===== config.mk =====
export PLATFORM = sky130hd
export DESIGN_NAME = alarm_tone_gen
export DESIGN_NICKNAME = d
export VERILOG_FILES = /design/src/rtl/alarm_tone_gen.sv
export SDC_FILE = /design/constraint.sdc
export NUM_CORES = 1
export LEC_CHECK = 0
export ABC_CLOCK_PERIOD_IN_PS = 2500
export BUFFER_PORTS_ARGS = -buffer_cell sky130_fd_sc_hd__buf_2
export CAP_MARGIN = 20
export CORE_UTILIZATION = 40
export CTS_BUF_LIST = sky130_fd_sc_hd__clkbuf_8
export CTS_CLUSTER_DIAMETER = 200
export DETAILED_ROUTE_END_ITERATION = 8
export GPL_TIMING_DRIVEN = 0
export PLACE_DENSITY = 0.59
export SLEW_MARGIN = 20
export SYNTH_ARGS = -nofsm -noshare
export SYNTH_HDL_FRONTEND = slang
export SYNTH_SLANG_ARGS = --single-unit
export TNS_END_PERCENT = 20

===== constraint.sdc =====
create_clock -name clk -period 2.5 [get_ports clk]
set_input_delay 0.125 -clock clk [delete_from_list [all_inputs] [get_ports clk]]
set_output_delay 0.125 -clock clk [all_outputs]
set_load 0.03 [all_outputs]

===== src/rtl/alarm_tone_gen.sv =====
// Alarm tone generator: PWM tone gated by continuous, intermittent or burst cadence.
// Ports: clk, rst_n (sync low), alarm_in, mode, tone/cadence/burst config -> pwm_out, active, done.
module alarm_tone_gen #(
  parameter int CNT_W = 16,
  parameter int CAD_W = 24,
  parameter int BST_W = 8
) (
  input  logic             clk,
  input  logic             rst_n,
  input  logic             alarm_in,
  input  logic [1:0]       mode,
  input  logic [CNT_W-1:0] tone_period,
  input  logic [CNT_W-1:0] tone_duty,
  input  logic [CAD_W-1:0] on_time,
  input  logic [CAD_W-1:0] off_time,
  input  logic [BST_W-1:0] burst_len,
  output logic             pwm_out,
  output logic             active,
  output logic             done
);

  typedef enum logic [1:0] {
    IDLE,
    ON,
    OFF,
    HOLD
  } state_t;

  localparam logic [1:0] M_CONT  = 2'b00;
  localparam logic [1:0] M_BURST = 2'b10;
  localparam logic [1:0] M_DIS   = 2'b11;

  state_t state, state_nxt;
  logic   done_nxt;

  logic [1:0]       sh_mode;
  logic [CNT_W-1:0] sh_period;
  logic [CNT_W-1:0] sh_duty;
  logic [CAD_W-1:0] sh_on;
  logic [CAD_W-1:0] sh_off;
  logic [BST_W-1:0] sh_burst;

  logic [CNT_W-1:0] tone_cnt;
  logic [CAD_W-1:0] cad_cnt;
  logic [BST_W-1:0] beep_cnt;

  logic             start;
  logic             on_end;
  logic             off_end;
  logic [BST_W-1:0] burst_tgt;
  logic [BST_W-1:0] beep_inc;

  assign start     = alarm_in && (mode != M_DIS);
  assign on_end    = (cad_cnt == sh_on);
  assign off_end   = (cad_cnt == sh_off);
  // A burst length of zero still produces one beep.
  assign burst_tgt = (sh_burst == '0) ? BST_W'(1) : sh_burst;
  assign beep_inc  = beep_cnt + 1'b1;
  assign active    = (state != IDLE);

  always_comb begin
    state_nxt = state;
    done_nxt  = 1'b0;
    unique case (state)
      IDLE: begin
        if (start) state_nxt = ON;
      end
      ON: begin
        // Abort takes priority over end of window / end of burst.
        if (!alarm_in) begin
          state_nxt = IDLE;
        end else if (sh_mode != M_CONT && on_end) begin
          if (sh_mode == M_BURST && beep_inc == burst_tgt) begin
            state_nxt = HOLD;
            done_nxt  = 1'b1;
          end else begin
            state_nxt = OFF;
          end
        end
      end
      OFF: begin
        if (!alarm_in)    state_nxt = IDLE;
        else if (off_end) state_nxt = ON;
      end
      HOLD: begin
        if (!alarm_in) state_nxt = IDLE;
      end
      default: state_nxt = IDLE;
    endcase
  end

  always_ff @(posedge clk) begin
    if (!rst_n) begin
      state     <= IDLE;
      done      <= 1'b0;
      pwm_out   <= 1'b0;
      sh_mode   <= '0;
      sh_period <= '0;
      sh_duty   <= '0;
      sh_on     <= '0;
      sh_off    <= '0;
      sh_burst  <= '0;
      tone_cnt  <= '0;
      cad_cnt   <= '0;
      beep_cnt  <= '0;
    end else begin
      state   <= state_nxt;
      done    <= done_nxt;
      pwm_out <= (state == ON) && (tone_cnt < sh_duty);
      if (state == IDLE) begin
        if (start) begin
          sh_mode   <= mode;
          sh_period <= tone_period;
          sh_duty   <= tone_duty;
          sh_on     <= on_time;
          sh_off    <= off_time;
          sh_burst  <= burst_len;
        end
        tone_cnt <= '0;
        cad_cnt  <= '0;
        beep_cnt <= '0;
      end else begin
        // Tone phase restarts on every entry into ON.
        if (state == ON && state_nxt == ON)
          tone_cnt <= (tone_cnt == sh_period) ? '0 : tone_cnt + 1'b1;
        else
          tone_cnt <= '0;
        if (state_nxt != state)
          cad_cnt <= '0;
        else
          cad_cnt <= cad_cnt + 1'b1;
        if (state == ON && on_end && sh_mode == M_BURST && alarm_in)
          beep_cnt <= beep_inc;
      end
    end
  end

endmodule


=== Yosys cells after proc, flatten, opt, wreduce, memory -nomap -nowiden ===
Index checks and enable logic that the tools add are counted.

* Register bits after elaboration: 142
* Output and inout port bits: 3

* Add/subtract/negate cells: 3
* Order comparisons: 1
* Multiplexer cells: 10
* Reduce and logical (&&, ||, !) cells: 17
* Bitwise logic cells: 2
* Equal/unequal tests: 11

{| class="wikitable"
|+ Operators by type and width
! cell !! number
|-
| $eq 24x24->1 || 2
|-
| $add 24x1->24 const B || 1
|-
| $add 16x1->16 const B || 1
|-
| $eq 16x16->1 || 1
|-
| $lt 16x16->1 || 1
|-
| $mux 2 || 6
|-
| $add 8x1->8 const B || 1
|-
| $eq 8x8->1 || 1
|-
| $logic_and 1x1->1 || 8
|-
| $logic_not 8->1 || 1
|-
| $mux 8 || 1
|-
| $pmux 2 s4 || 1
|-
| $eq 2x2->1 const B || 3
|-
| $eq 2x1->1 const B || 2
|-
| $reduce_and 4->1 || 1
|-
| $reduce_bool 2->1 || 2
|-
| $reduce_or 4->1 || 1
|-
| $reduce_or 3->1 || 1
|-
| $logic_not 2->1 || 1
|-
| $mux 1 || 2
|-
| $ne 2x2->1 || 1
|-
| $ne 2x2->1 const B || 1
|-
| $not 1->1 || 2
|-
| $reduce_and 2->1 || 1
|-
| $reduce_or 2->1 || 1
|}

=== Logic depth before layout (Yosys ltp) ===
Gate-level depths: netlist of run 1.

* Depth in word-level cells: 12
* Gate-level depth with buffers: 9
* Depth with buffers taken out: 7

=== Least setup slack after synthesis of run 1 ===
OpenSTA, ideal clock, no wires.

* Kind: register -> register
* Start point: reg cad_cnt[15]
* End point: reg tone_cnt[10]
* Clock period less this slack: 2.160 ns
* Stages on the path, launching flop included: 9
* Arrival time: 2.017 ns
* Library setup time: 0.143 ns
* Data required time: 2.357 ns
* Slack: 0.340 ns
* Path through: dfxtp_1 > clkbuf_1 > xnor2_1 > nand4_1 > or2_2 > or4_4 > a21oi_4 > buf_12 > a2111oi_2

* Word-level cells in the longest chain between the ends: 9
* Elaborated cells between the ends (all ways): 12
* Classes of those cells: eq/ne (3); mux (5); bitwise (1); reduce/logical (3)

{| class="wikitable"
|+ Ends and longest elaborated chain
! element !! line !! source
|-
| from (decl) || 44 || <nowiki>logic [CAD_W-1:0] cad_cnt;</nowiki>
|-
| from (signal assigned) || 131 || <nowiki>cad_cnt <= cad_cnt + 1'b1;</nowiki>
|-
| $eq 24x24->1 || 54 || <nowiki>assign on_end = (cad_cnt == sh_on);</nowiki>
|-
| $logic_and 1x1->1 || 72 || <nowiki>end else if (sh_mode != M_CONT && on_end) begin</nowiki>
|-
| $mux 2 || 72 ||
|-
| $mux 2 || 70 || <nowiki>if (!alarm_in) begin</nowiki>
|-
| $pmux 2 s4 (*) || 64 || <nowiki>unique case (state)</nowiki>
|-
| $eq 2x1->1 (*) || 124 || <nowiki>if (state == ON && state_nxt == ON)</nowiki>
|-
| $logic_and 1x1->1 (*) || 124 ||
|-
| $not 1->1 (no source line) (*) || n/a ||
|-
| $reduce_or 4->1 (no source line) (*) || n/a ||
|-
| to (signal assigned) || 125 || <nowiki>tone_cnt <= (tone_cnt == sh_period) ? '0 : tone_cnt + 1'b1;</nowiki>
|-
| to (decl) || 43 || <nowiki>logic [CNT_W-1:0] tone_cnt;</nowiki>
|}

Every way passes the cells marked *; elsewhere a longest branch is shown, timed or not.
A chain may end at the register's enable or synchronous reset.

=== Final worst setup path of run 1 ===
* Start point: reg cad_cnt[12]
* End point: reg tone_cnt[13]

Same word-level chain as after synthesis.

==> results.yml, run 1 <==
clock_network:
  clk-insertion-delay-late_ns: 0.46
  cts_tree: "yes"
  clk_pin_slew_ns: 0.08
  cts-root-buf: "clkbuf_8"
  cts_num_sinks: 142
  clockBufferDepth: 2
  htree_levels: 4
  numCtsBuffers: 17
synth:
  yosysWarnings: 0
  async_flop_share_pct: 0
  yosys-top-cells-area: "dfxtp_1, nand2_1, xor2_1"
  synth_edf_count: 0
  synth_top_family_by_area: "simple AND/OR/NAND/NOR gates"
  yosysSeqAreaShare_pct: 41.9
  yosysTopAreaCell: "dfxtp_1"
  syn_avg_cell_area_sq_um: 8.20
  yosys.area_share.simple_pct: 22.3
  synth_compound_area_share_pct: 12.7
  synthXorXnorAreaFrac_pct: 15.0
  yosys_register_bits: 142
  synth_fa_ha_area_share_pct: 3.32
  synth-main-ff-cell: "dfxtp_1"
  synth_nets: 938
  syn_area_sq_mm: 0.00678
  synth_top_area_share_pct: 41.9
  syn_inst: 827
  muxShareOfSynthArea_pct: 0
  ys_types: 48
drt:
  drt_iter0_markers: 341
  firstDrtPassIters: 5
  vias: 6235
  ant_nets: 0
  drt-vias-per-instance: 4.93
  drt-total-wl_mm: 18.6
  routedWlPerCell_microns: 14.7
  drc_errors: 0
die:
  std_cell_rows: 47
  start_util_pct: 40.9
  die_w_microns: 132
  die_area_sq_mm: 0.0175
  coreArea_sq_mm: 0.0166
  pin_count: 96
  die_h_microns: 132
final_layout:
  drive_above_1_share_pct: 16.2
  layout_common_cells: "nand2_1, dfxtp_1, buf_2"
  fin_cells: 1265
  antenna_cells: 0
  final_common_cell: "nand2_1"
  area_growth_pct: 31.9
  nets: 1144
setup_path:
  crit_type: "reg -> reg"
  crit_arrival_ns: 2.69
  critical_path_required_ns: 2.80
  end_kind: "flip-flop"
  slowest_stage: "or4_4"
  crit_chain: "buf_2 > xor2_1 > nor4_1 > nand4_1 > buf_4 > or4_4 > a21oi_4 > buf_12 > a2111oi_2"
  critPathLaunchType: "flip-flop"
  worst-path-max-fanout: 10
  reg2reg_slack_ns: 0.11
  cpPeakStageDelay_ns: 0.43
run_status:
  outcome: "finished, final reports clean"
sta:
  hold_viol: 0
  relSlewSlack_pct: 46.9
  fmax_mhz: 419
  rsz0062_at_grt: "no"
  fin_crit_ns: 2.39
  skew_ns: 0.0154
  worst_pin_slew_ns: 0.797
  post-route-period-util_pct: 95.6
  setup_viol: 0
  final_max_slew_viol_count: 0
place:
  io_buffers: 95
  dp_cells: 1142
  finalWeightedCongestion: 0.812
  dp_hpwl_mm: 13.0
global_route:
  grt_pass1_wl_mm: 29.9
  grt_start_max_net_pins: 17
  antenna_found_initial: 0
  gr-usage-all-layers_pct: 22.1
  first_global_vias: 5947
  grt_overflow: 0
power_and_ir_drop:
  p_per_area_mw_per_mm2: 573
  vdd_ir_drop_max_mv: 0.391
  leakage_nw: 3.51
  finalPower_w: 0.00513
job:
  maxCapViolCount: 0
hold_path:
  holdCritPathClass: "in -> reg"
-- state kept, by name, indices dropped and copies added, names as in the netlist --
| name | cells |
|---|---|
| beep_cnt | 8 |
| cad_cnt | 24 |
| done | 1 |
| pwm_out | 1 |
| sh_burst | 8 |
| sh_duty | 16 |
| sh_mode | 2 |
| sh_off | 24 |
| sh_on | 24 |
| sh_period | 16 |
| state | 2 |
| tone_cnt | 16 |
-- synth_stat cells, types with 2 or more instances --
master / number
nand2_1: 203
dfxtp_1: 142
a21oi_1: 98
xor2_1: 63
xnor2_1: 53
nor2_1: 47
clkbuf_1: 34
inv_1: 22
nand4_1: 21
ha_1: 18
nand3_1: 16
nor4_1: 14
nor3_1: 12
buf_2: 10
a2111oi_0: 9
a2111oi_2: 7
o21ai_0: 6
and4_1: 4
nand2b_1: 4
a21o_1: 3
a21oi_2: 3
and3_1: 3
buf_4: 2
buf_6: 2
nand3b_1: 2
nor4_2: 2
o211ai_1: 2
or2_2: 2
or3_1: 2
or4_1: 2
or4_4: 2
-- final timing paths --
kind,startpoint,endpoint,cells past startpoint
worst max-delay path,cad_cnt[12]$_SDFF_PP0_,tone_cnt[13]$_SDFF_PP0_,9
worst min-delay path,alarm_in,state[1]$_SDFF_PN0_,3
worst max register to register,cad_cnt[12]$_SDFF_PP0_,tone_cnt[13]$_SDFF_PP0_,9
worst min register to register,sh_duty[1]$_SDFFE_PN0P_,sh_duty[1]$_SDFFE_PN0P_,2
-- stage by stage --
| stage | instance area (sq um) | TNS (ns) | hold slack, ns | util, % | setup slack (ns) |
|---|---|---|---|---|---|
| 2_1_floorplan | 6780 | 0 | 0.261 | - | 0.340 |
| 3_3_place_gp | 7530 | -0.354 | 0.369 | 45.4 | -0.0491 |
| 3_5_place_dp | 7530 | -0.310 | 0.370 | 45.4 | -0.0433 |
| 4_1_cts | 8890 | 0 | 0.0274 | 53.6 | 0.00392 |
| 5_1_grt | 8940 | 0 | 0.0779 | 53.9 | 0.00483 |
| 6_report | 8940 | 0 | 0.0626 | 53.9 | 0.111 |
-- per-layer routing --
metal | GRT usage [%] | routed length (microns) | vias to the layer above
met2 | 35.4 | 8430 | 153
met1 | 30.2 | 9230 | 2875
met3 | 4.31 | 773 | 13
met5 | 0 | 0 | -
li1 | - | - | 3194
met4 | 5.87 | 184 | 0
-- kinds of logic after synthesis --
logic type	after synthesis
buffers and inverters	73
flip-flops	142
AND/OR/NAND/NOR	340
adder cells (fa/ha/maj)	18
AO/OA/AOI/OAI	138
XOR/XNOR	116
-- report_power, final --
part | switching, W | internal [W] | total (W)
Combinational | 0.000363 | 0.000330 | 0.000692
Sequential | 0.0000720 | 0.00235 | 0.00242
Clock | 0.000888 | 0.00113 | 0.00201
-- cell type report --
| type | instances | area [sq um] |
|---|---|---|
| fill | 1622 | 7640 |
| clock inverter | 12 | 168 |
| buffer | 47 | 234 |
| inverter | 23 | 86.3 |
| timing repair buffer | 190 | 1430 |
| sequential | 142 | 2840 |
| multi-input combinational | 612 | 3650 |
| clock buffer | 19 | 262 |
| tap | 220 | 275 |
-- worst max-delay path: cells and delay by family, from the launching register on --
| family | cells | cell delay (ns) |
|---|---|---|
| buffers and inverters | 3 | 0.57 |
| AOI/OAI and AO/OA | 2 | 0.30 |
| DFF | 1 | 0.30 |
| xor gates and xnor gates | 1 | 0.15 |
| and+or+nand+nor | 3 | 0.91 |
-- timing repair --
item | in CTS | in global routing
hold buffers | 91 | 0
pin swaps | 1 | 5
buffers inserted | 2 | 2
hold endpoints to repair | 92 | 0
gates resized for setup | 1 | 11
setup endpoints to repair | 13 | 37
No activity file was read; power rests on OpenSTA's default activity.
==> inputs of run 2 (changes only) <==
- BUFFER_PORTS_ARGS: -buffer_cell sky130_fd_sc_hd__buf_2 -> unset
- CORE_UTILIZATION: 40 -> 35
- DONT_BUFFER_PORTS: unset -> 1
- PLACE_DENSITY: 0.59 -> 0.49
- SKIP_LAST_GASP: unset -> 1
==> run 2 against run 1 <==
Effect of this change: critical path depth did not move; sequential share of layout area rose by 1.7 points; sequential power barely moved.
==> results.yml, run 2 (synthesis gave the netlist of run 1 again) <==
final_layout:
  final_util_pct: 45.1
  area_growth_pct: 25.2
  fill_cells: 1910
  top_regs: "cad_cnt (24), sh_off (24), sh_on (24)"
  multi_input_area_sq_mm: 0.00366
  regArea_sq_mm: 0.00284
  fin_cells: 1210
  final_common_cell: "nand2_1"
  antenna_cells: 0
  layout_common_cells: "nand2_1, dfxtp_1, a21oi_1"
  nets: 1049
  drive_above_1_share_pct: 7.68
global_route:
  grt_start_max_net_pins: 17
  gr-usage-all-layers_pct: 19.8
  antenna_found_initial: 0
  grt_overflow: 0
  grt_pass1_wl_mm: 29.9
  first_global_vias: 5540
setup_path:
  path_buf_inv: 3
  timing.rr.start: "cad_cnt[7]$_SDFF_PP0_"
  crit_type: "reg -> reg"
  crit_family: "simple AND/OR/NAND/NOR gates"
  crit_chain: "buf_2 > xor2_1 > nor4_1 > nand4_1 > buf_4 > or4_4 > nand2_2 > buf_6 > a2111oi_0"
  cpPeakStageDelay_ns: 0.46
  slowest_stage: "or4_4"
  critical_path_required_ns: 2.80
  worst-path-max-fanout: 10
  startpoint: "cad_cnt[7]$_SDFF_PP0_"
  end_kind: "flip-flop"
  crit_arrival_ns: 2.71
  critPathLaunchType: "flip-flop"
sta:
  fmax_mhz: 414
  relSlewSlack_pct: 44.4
  final_max_slew_viol_count: 0
  skew_ns: 0.0115
  setup_viol: 0
  rsz0062_at_grt: "yes"
  post-route-period-util_pct: 96.7
  fin_crit_ns: 2.42
  worst_pin_slew_ns: 0.834
  hold_viol: 0
  holdWs_ns: 0.00661
power_and_ir_drop:
  finalPower_w: 0.00489
  p_clk_share_pct: 37.6
  p_int_w: 0.00356
  leakage_nw: 3.13
  seqPwrFrac_pct: 49.5
  swShare_pct: 27.2
  vdd_ir_drop_max_mv: 0.307
  p_sw_w: 0.00133
  pwr-share-comb_pct: 12.9
  p_per_area_mw_per_mm2: 576
place:
  io_buffers: 0
  finalWeightedCongestion: 0.798
  dp_hpwl_mm: 13.6
  dp_cells: 1087
drt:
  drt-vias-per-instance: 4.80
  firstDrtPassIters: 5
  drt_iter0_markers: 261
  routedWlPerCell_microns: 15.7
  drt-total-wl_mm: 19.0
  drc_errors: 0
  vias: 5814
  ant_nets: 0
die:
  coreArea_sq_mm: 0.0188
  die_w_microns: 141
  die_h_microns: 141
  pin_count: 96
  die_area_sq_mm: 0.0199
  start_util_pct: 36.0
  std_cell_rows: 50
run_status:
  outcome: "finished, final reports clean"
clock_network:
  numCtsBuffers: 17
  htree_levels: 4
  cts_tree: "yes"
  clk_pin_slew_ns: 0.08
  clk-insertion-delay-late_ns: 0.46
  clockBufferDepth: 2
  cts_num_sinks: 142
  cts-root-buf: "clkbuf_8"
job:
  maxCapViolCount: 0
hold_path:
  hp-start: "rst_n"
  holdCritPathClass: "in -> reg"
[run 2: cell type report]
| cell class | instances | area share (%) |
|---|---|---|
| tap | 260 | 3.83 |
| clock buffer | 19 | 3.08 |
| sequential | 142 | 33.5 |
| buffer | 47 | 2.87 |
| timing repair buffer | 95 | 11.3 |
| clock inverter | 12 | 1.41 |
| inverter | 23 | 1.02 |
| multi-input combinational | 612 | 43.1 |
[run 2: metrics by stage]
stage	TNS (ns)	setup slack [ns]	cell area, sq um
after floorplan	0	0.340	6780
after global routing	-0.0589	-0.0142	8490
after global placement	-0.818	-0.110	7110
after detailed placement	-0.792	-0.0998	7110
after CTS	0	0.00855	8450
final	0	0.0827	8490
[run 2: power by group through the flow]
stage	clock, W	sequential (W)	combinational, W
3_3_place_gp	0	0.00248	0.000481
3_5_place_dp	0	0.00248	0.000485
2_1_floorplan	0	0.00245	0.000362
5_1_grt	0.00198	0.00244	0.000701
4_1_cts	0.00189	0.00243	0.000617
6_report	0.00184	0.00242	0.000630
[run 2: metal layers]
layer	up-vias	part of all wire (%)	global-route usage, %
met1	2668	51	28.2
met4	0	1.3	6.01
met2	128	44	30.0
met5	-	0	0
met3	19	3.9	3.74
li1	2999	-	-
[run 2: path summary, 6_finish.rpt]
check | end | slack, ns | cells past startpoint
setup reg to reg | tone_cnt[6]$_SDFF_PP0_ | 0.08 | 9
setup / recovery | tone_cnt[6]$_SDFF_PP0_ | 0.08 | 9
hold reg to reg | sh_duty[4]$_SDFFE_PN0P_ | 0.46 | 2
hold / removal | tone_cnt[0]$_SDFF_PP0_ | 0.007 | 2
[run 2: worst register-to-register path, stage by stage, from the launching register on]
cell and delay, ns:
dfxtp_1 0.30, buf_2 0.17, xor2_1 0.16, nor4_1 0.31, nand4_1 0.24, buf_4 0.20
or4_4 0.46, nand2_2 0.15, buf_6 0.18, a2111oi_0 0.08
[run 2: repair_timing]
action / CTS / global route
hold buffers: 92 / 0
hold endpoints to repair: 97 / 0
buffers inserted: 2 / 1
pin swaps: 2 / 4
resized for setup: 3 / 13
endpoints found under the setup margin: 32 / 38
==> inputs of run 3 (changes only) <==
- ABC_CLOCK_PERIOD_IN_PS: 2500 -> 1900
- CTS_BUF_LIST: sky130_fd_sc_hd__clkbuf_8 -> unset
- PLACE_DENSITY: 0.49 -> 0.51
- clock period: 2.5 -> 1.9 ns (I/O delays scaled with it)
==> run 3 against run 2 <==
Effect of this change: the run now ends with hold timing, setup timing left; largest power group is now clock; largest cell class unchanged; clock skew is 0.0026 ns lower; count of clock-buffer cells in the layout is 1 higher; critical endpoint unchanged; fmax is 3.9% higher; register-to-register slack worse by 0.51 ns; sequential power is 32% higher.
==> results.yml, run 3 (synthesis gave the netlist of run 1 again) <==
job:
  maxCapViolCount: 0
drt:
  drt-vias-per-instance: 4.82
  vias: 5910
  routedWlPerCell_microns: 15.8
  drt-total-wl_mm: 19.3
  drc_errors: 0
  firstDrtPassIters: 5
  drt_iter0_markers: 357
  ant_nets: 0
setup_path:
  crit_type: "reg -> reg"
  critical_path_required_ns: 2.17
  timing.rr.start: "cad_cnt[17]$_SDFF_PP0_"
  rr_worst_depth: 9
  crit_cells: 9
  critPathLaunchType: "flip-flop"
  path_buf_inv: 3
  crit_arrival_ns: 2.59
  crit_chain: "xor2_2 > nor4_2 > nand4_1 > buf_6 > or4_4 > a21oi_4 > buf_12 > buf_12 > a2111oi_0"
  cpPeakStageDelay_ns: 0.42
  slowest_stage: "or4_4"
  startpoint: "cad_cnt[17]$_SDFF_PP0_"
  worst-path-max-fanout: 7
  path_common_cell: "buf_12"
  crit_family: "simple AND/OR/NAND/NOR gates"
  end_kind: "flip-flop"
clock_network:
  clk_pin_slew_ns: 0.06
  clockBufferDepth: 2
  cts_tree: "yes"
  numCtsBuffers: 17
  cts_num_sinks: 142
  clk-insertion-delay-late_ns: 0.43
  htree_levels: 4
  cts-root-buf: "clkbuf_16"
global_route:
  first_global_vias: 5672
  gr-usage-all-layers_pct: 20.1
  antenna_found_initial: 0
  grt_overflow: 0
  grt_pass1_wl_mm: 30.3
  grt_start_max_net_pins: 17
power_and_ir_drop:
  p_sw_w: 0.00192
  pwr-share-comb_pct: 11.5
  leakage_nw: 3.35
  vdd_ir_drop_max_mv: 0.734
  seqPwrFrac_pct: 41.4
  p_int_w: 0.00579
  p_per_area_mw_per_mm2: 850
  swShare_pct: 24.9
  p_clk_share_pct: 47.1
place:
  dp_cells: 1087
  dp_hpwl_mm: 13.6
  io_buffers: 0
  finalWeightedCongestion: 0.836
  place_ws_ns: -0.704
sta:
  worst_pin_slew_ns: 0.855
  setup_viol: 52
  worst_slack_ns: -0.427
  rsz0062_at_grt: "yes"
  relSlewSlack_pct: 43.0
  skew_ns: 0.00886
  final_max_slew_viol_count: 0
  holdWs_ns: -0.00647
  fmax_mhz: 430
  tns_ns: -16.01
  hold_viol: 1
  fin_crit_ns: 2.33
  post-route-period-util_pct: 122
run_status:
  violations: "hold timing, setup timing"
  outcome: "finished with violations"
die:
  start_util_pct: 36.0
  die_w_microns: 141
  die_area_sq_mm: 0.0199
  die_h_microns: 141
  pin_count: 96
  coreArea_sq_mm: 0.0188
  std_cell_rows: 50
final_layout:
  top_regs: "cad_cnt (24), sh_off (24), sh_on (24)"
  layout_common_cells: "nand2_1, dfxtp_1, a21oi_1"
  area_growth_pct: 33.8
  antenna_cells: 0
  drive_above_1_share_pct: 12.4
  final_common_cell: "nand2_1"
  nets: 1063
  fill_cells: 1898
  fin_cells: 1225
  final_util_pct: 48.2
hold_path:
  holdCritPathClass: "in -> reg"
  hp-start: "rst_n"
  holdPathStages: 3
-- run 3: final timing paths --
| check | slack [ns] | endpoint |
|---|---|---|
| min | -0.006 | cad_cnt[23]$_SDFF_PP0_ |
| max | -0.43 | tone_cnt[6]$_SDFF_PP0_ |
| max reg2reg | -0.43 | tone_cnt[6]$_SDFF_PP0_ |
| min reg2reg | 0.45 | sh_duty[9]$_SDFFE_PN0P_ |
-- run 3: cell type report --
cell class                 count  area [sq um]  share of cell area (%)
sequential                   142          2870                    31.6
clock buffer                  20           457                    5.03
inverter                      23          86.3                   0.951
buffer                        44           245                    2.70
multi-input combinational    612          3750                    41.3
tap                          260           325                    3.59
timing repair buffer         112          1160                    12.8
clock inverter                12           184                    2.03
-- run 3: timing repair --
item                                    CTS  global route
hold endpoints to repair                 94             0
endpoints found under the setup margin  141           142
buffers inserted                          7             9
pin swaps                                 7            18
cloned                                    2             2
hold buffers                             92             0
resized for setup                        34            35
-- run 3: per-layer routing --
metal	GRT usage, %	up-vias	share of wire (%)
li1	-	3031	-
met1	27.0	2732	48
met2	31.7	132	46
met3	4.82	15	4.7
met4	5.95	0	1.0
met5	0	-	0
-- run 3: through the flow --
step           total power [W]  instance area (sq um)
2_1_floorplan          0.00370                   6790
3_3_place_gp           0.00389                   7110
3_5_place_dp           0.00389                   7110
4_1_cts                0.00776                   8870
5_1_grt                0.00800                   9070
6_report               0.00771                   9070
-- run 3: worst min-delay path, delay by kind of cell --
kind / cells / cell delay, ns
and+or+nand+nor: 1 / 0.06
AOI/OAI and AO/OA: 2 / 0.22
-- run 3: power by group through the flow --
stage                     registers [W]  clock network [W]  logic (W)
after floorplan                 0.00323                  0   0.000476
after global placement          0.00326                  0   0.000628
after detailed placement        0.00326                  0   0.000633
after CTS                       0.00320            0.00369   0.000870
after global routing            0.00321            0.00382   0.000983
final                           0.00319            0.00363   0.000883
